$ cat config.mk
export PLATFORM = sky130hd
export DESIGN_NAME = card_dealer
export DESIGN_NICKNAME = d
export VERILOG_FILES = /design/src/rtl/card_dealer.sv
export SDC_FILE = /design/constraint.sdc
export NUM_CORES = 1
export LEC_CHECK = 0
export ABC_AREA = 1
export BUFFER_PORTS_ARGS = -buffer_cell sky130_fd_sc_hd__buf_2
export CORE_UTILIZATION = 47
export CTS_BUF_LIST = sky130_fd_sc_hd__clkbuf_8
export CTS_CLUSTER_SIZE = 14
export DETAILED_ROUTE_END_ITERATION = 10
export PLACE_DENSITY = 0.62
export SETUP_SLACK_MARGIN = 0.1
export SKIP_LAST_GASP = 1
export SLEW_MARGIN = 20
export SYNTH_ARGS = -nofsm -noshare
export SYNTH_HDL_FRONTEND = slang
export SYNTH_SLANG_ARGS = --single-unit
$ cat constraint.sdc
create_clock -name clk -period 2.3 [get_ports clk]
set_clock_uncertainty 0.15 [all_clocks]
set_input_delay 0.23 -clock clk [delete_from_list [all_inputs] [get_ports clk]]
set_output_delay 0.23 -clock clk [all_outputs]
set_load 0.02 [all_outputs]
$ cat src/rtl/card_dealer.sv
// Finite-deck card dealer: filters the LFSR rank stream against per-rank usage
// and returns one dealt card (rank, blackjack value) per request.
module card_dealer #(
  parameter int COPIES_PER_RANK = 4,
  parameter int MAX_TRIES       = 32
) (
  input  logic       clk,
  input  logic       rst,
  input  logic       shuffle,
  input  logic       deal_req,
  input  logic [3:0] rnd,
  output logic       busy,
  output logic       card_valid,
  output logic [3:0] card_rank,
  output logic [3:0] card_value,
  output logic       card_is_ace,
  output logic [5:0] cards_left,
  output logic       deck_empty,
  output logic       err
);

  localparam logic [5:0] DECK_SIZE = 6'(13 * COPIES_PER_RANK);
  localparam logic [2:0] COPIES    = 3'(COPIES_PER_RANK);
  localparam logic [7:0] LAST_TRY  = 8'(MAX_TRIES - 1);

  typedef enum logic {IDLE, DRAW} state_t;

  state_t     state_q;
  logic [2:0] usage_q [13];
  logic [5:0] cards_left_q;
  logic [7:0] tries_q;
  logic [3:0] card_rank_q;
  logic [3:0] card_value_q;
  logic       card_is_ace_q;
  logic       card_valid_q;
  logic       err_q;

  logic [2:0] sel_cnt;
  logic       in_range;
  logic       accept;

  function automatic logic [3:0] rank_value(input logic [3:0] r);
    if (r == 4'd1)       rank_value = 4'd11;
    else if (r >= 4'd11) rank_value = 4'd10;
    else                 rank_value = r;
  endfunction

  // Usage count of the rank currently offered by the LFSR.
  always_comb begin
    sel_cnt = 3'd0;
    for (int r = 0; r < 13; r++) begin
      if (rnd == 4'(r + 1)) sel_cnt = usage_q[r];
    end
    in_range = (rnd >= 4'd1) && (rnd <= 4'd13);
    accept   = in_range && (sel_cnt < COPIES);
  end

  always_ff @(posedge clk or posedge rst) begin
    if (rst) begin
      state_q       <= IDLE;
      for (int r = 0; r < 13; r++) usage_q[r] <= 3'd0;
      cards_left_q  <= DECK_SIZE;
      tries_q       <= 8'd0;
      card_rank_q   <= 4'd0;
      card_value_q  <= 4'd0;
      card_is_ace_q <= 1'b0;
      card_valid_q  <= 1'b0;
      err_q         <= 1'b0;
    end else begin
      card_valid_q <= 1'b0;
      err_q        <= 1'b0;
      case (state_q)
        IDLE: begin
          if (shuffle) begin
            for (int r = 0; r < 13; r++) usage_q[r] <= 3'd0;
            cards_left_q <= DECK_SIZE;
          end else if (deal_req) begin
            if (deck_empty) begin
              err_q <= 1'b1;
            end else begin
              state_q <= DRAW;
              tries_q <= 8'd0;
            end
          end
        end
        DRAW: begin
          // Shuffle aborts silently; the last dealt card stays on the outputs.
          if (shuffle) begin
            for (int r = 0; r < 13; r++) usage_q[r] <= 3'd0;
            cards_left_q <= DECK_SIZE;
            state_q      <= IDLE;
          end else if (accept) begin
            for (int r = 0; r < 13; r++) begin
              if (rnd == 4'(r + 1)) usage_q[r] <= usage_q[r] + 3'd1;
            end
            cards_left_q  <= cards_left_q - 6'd1;
            card_rank_q   <= rnd;
            card_value_q  <= rank_value(rnd);
            card_is_ace_q <= (rnd == 4'd1);
            card_valid_q  <= 1'b1;
            state_q       <= IDLE;
          end else if (tries_q == LAST_TRY) begin
            err_q   <= 1'b1;
            state_q <= IDLE;
          end else begin
            tries_q <= tries_q + 8'd1;
          end
        end
        default: state_q <= IDLE;
      endcase
    end
  end

  assign busy        = (state_q == DRAW);
  assign card_valid  = card_valid_q;
  assign card_rank   = card_rank_q;
  assign card_value  = card_value_q;
  assign card_is_ace = card_is_ace_q;
  assign cards_left  = cards_left_q;
  assign deck_empty  = (cards_left_q == 6'd0);
  assign err         = err_q;

endmodule

==> metrics.yaml <==
hold_path:
  hp-class: "in2reg"
  whs_path_depth: 3
synthesis:
  syn_nets: 509
  synth_top_area_share: 0.4192
  post_synth_num_cell_types: 31
  synth_area_leaders: "dfrtp_1 42%, nand2_1 17%, ha_1 5.1%"
  synthCells: 486
  syn_area_um2: 3701
  ys_seq_area_frac: 0.4405
  ys_seq_elements: 65
  yosysWarnings: 0
  synth_top_area_cell: "dfrtp_1"
  postSynthAreaPerCell_um2: 7.615
sta:
  fin_crit_sh: 0.8956
  worst_slew_pin_slew_ns: 0.7003
  tns_ns: 0
  finalHoldViolations: 0
  whs_ns: 0.01104
  post-route-min-period_ns: 2.060
  max_freq_ghz: 0.4855
  slew-limit-headroom: 0.5291
  rsz0062_at_grt: "yes"
  report.final.slew_viol_count: 0
  final-setup-viol-count: 0
die:
  die-area_um2: 8234
  die_y_um: 90.74
  pin_count: 27
  start_util: 0.4970
  die_width_um: 90.74
  num_rows: 31
  core_area_um2: 7447
cts:
  ctsHtreeMaxLevel: 3
  clock_sinks: 65
  clock_path_buffers: 2
  tritoncts: "built"
  cts_buffers: 9
  clock_latency_ns: 0.35
  root_buffer: "clkbuf_8"
  clk_pin_slew_ns: 0.07
power:
  intPower_mw: 2.247
  combPwrFrac: 0.188
  finalPower_mw: 3.157
  power.share.clock: 0.400
  powerDensity_nw_per_um2: 714.8
  p_sw_mw: 0.9097
  switching_share: 0.2881
  seqPwrFrac: 0.412
  power.leakage_nw: 2.484
  vdd_drop_max_mv: 0.3470
worst_setup_path:
  end_kind: "register"
  path_cells: "o211ai_1 > nand4_1 > nand2_1 > nand4_1 > nor2_2 > nand3_4 > nand2_8 > buf_12 > clkbuf_16 > nand3_1 > nand2_1"
  required_ns: 2.44
  crit_slowest_cell: "dfrtp_1"
  startpoint_type: "register"
  critPathTopFamily: "simple AND/OR/NAND/NOR gates"
  path_buf_inv: 2
  worstPathMaxFanout: 12
  cp.depth: 11
  reg2reg_setup_slack_ns: 0.24
  arrival_ns: 2.20
  cpPeakStageDelay_ns: 0.42
  criticalPathCategory: "reg2reg"
  rr_worst_depth: 11
grt:
  grt_pass1_wl_um: 15320
  grt_pass1_vias: 3244
  grt_start_max_net_pins: 29
  overflow: 0
  antenna_found_initial: 0
  grtUsageTotal: 0.2343
route:
  detail-route-antenna-nets: 0
  wire_per_inst_um: 14.18
  drc: 0
  drt-total-wl_um: 9032
  drt_iter0_drc: 133
  routed_via_density: 5.294
  drt-pass1-iter-count: 5
  vias: 3372
final_layout:
  stdcell_count: 637
  drive_gt1_frac: 0.1803
  n_antenna_cell: 0
  areaGrowthSynthToFinish_pct: 19.34
  stdcell_area_um2: 4417
  fin_nets: 556
placed_design:
  portBuffers: 26
  dpl.hpwl_um: 6268
  dpl.cell_count: 614
  gp_congestion: 0.9777
  placed_cell_area_um2: 4048
run_status:
  status: "complete, no violations"
run:
  cap_viol_max_count: 0
==> cell families (layout without fill, tap and decap cells) <==
family,count (synthesis),in the layout,synth area share
compound gates,31,31,0.05409
xor+xnor,4,4,0.009465
fa+ha+maj,15,15,0.05071
buf+inv,61,113,0.06896
flops,65,65,0.4405
simple gates,310,310,0.3763
==> metrics by stage <==
step / worst slack, ns / util
global route: 0.08057 / 0.5931
global placement: 0.03819 / 0.5435
floorplan: 0.1947 / -
CTS: 0.1777 / 0.5801
detailed placement: 0.008205 / 0.5435
finish: 0.2401 / 0.5931
==> synthesized netlist by cell type (all sizes together) <==
| library cell | n |
|---|---|
| or2 | 2 |
| o211ai | 1 |
| nor3 | 5 |
| nand2 | 175 |
| nor2 | 46 |
| clkbuf | 8 |
| dfstp | 3 |
| nor3b | 2 |
| nand4 | 26 |
| inv | 45 |
| xor2 | 4 |
| o31ai | 2 |
| clkinv | 1 |
| ha | 15 |
| o21a | 3 |
| nor4 | 14 |
| nand3b | 3 |
| nand3 | 37 |
| dfrtp | 62 |
| buf | 7 |
| o21ai | 25 |
==> tightest hold or removal path, delay by kind of cell <==
kind,cells,cell delay [ns]
buf+inv,2,0.19
compound gates,1,0.06
==> final timing paths <==
check                                  from       endpoint
worst max-delay path            usage_q[23]    usage_q[23]
worst min-delay path                 rnd[2]   card_rank[2]
worst max register to register  usage_q[23]    usage_q[23]
worst min register to register  card_is_ace    card_is_ace
max in group asynchronous               rst  cards_left[4]
min in group asynchronous               rst    usage_q[30]
==> repair_timing <==
action	4_1_cts	5_1_grt
endpoints found under the setup margin	0	31
endpoints found under the hold margin	12	0
setup buffers	0	5
hold buffers	1	0
gates resized for setup	0	6
==> routing by layer <==
metal / GRT usage / part of all wire / wire, µm / up-vias
li1: - / - / - / 1690
met5: 0 / 0 / 0 / -
met2: 0.3819 / 0.46 / 4170 / 70
met4: 0.07796 / 0.013 / 119 / 0
met1: 0.3075 / 0.49 / 4404 / 1603
met3: 0.05135 / 0.037 / 338 / 9
==> registers in the layout, indices dropped and copies added, names as in the netlist <==
| name | count |
|---|---|
| cards_left | 6 |
| tries_q | 8 |
| usage_q | 39 |
| err | 1 |
| busy | 1 |
| card_rank | 4 |
| card_valid | 1 |
| card_value | 4 |
| card_is_ace | 1 |
==> cell usage in the layout (no fill, tap or decap), types with 2 or more instances in the layout <==
cell type / netlist / routed
xor2_1: 4 / 4
or2_2: 2 / 2
nor4_1: 14 / 14
buf_2: 3 / 26
dfstp_2: 3 / 3
bufinv_16: 0 / 3
o21a_1: 3 / 3
dfrtp_1: 62 / 62
nor3_1: 5 / 4
o21ai_0: 14 / 14
nand3b_1: 3 / 3
buf_12: 0 / 4
nor3b_1: 2 / 2
nor2_1: 44 / 43
ha_1: 15 / 15
nand2_1: 167 / 165
inv_1: 43 / 42
nand2_2: 6 / 8
nand4_1: 26 / 26
nor2_2: 1 / 2
o21ai_1: 3 / 3
inv_2: 2 / 2
nand3_1: 36 / 36
o31ai_1: 2 / 2
buf_4: 2 / 19
clkbuf_8: 0 / 12
o21ai_2: 8 / 8
==> power by group through the flow <==
stage	Combinational (mW)	Sequential, mW	Clock [mW]
2_1_floorplan	0.302	1.40	0
3_3_place_gp	0.572	1.32	0
3_5_place_dp	0.581	1.32	0
4_1_cts	0.584	1.30	1.30
5_1_grt	0.656	1.31	1.34
6_report	0.592	1.30	1.26
==> area by class of cell <==
class	count	area, µm²
fillers	689	3030
inverters	46	175.2
multi-input cells	360	1837
clock inverters	4	97.59
clock buffers	12	165.2
flip-flops and latches	65	1630
well taps	99	123.9
repair buffers	51	387.9
(Power assumes the default switching activity.)
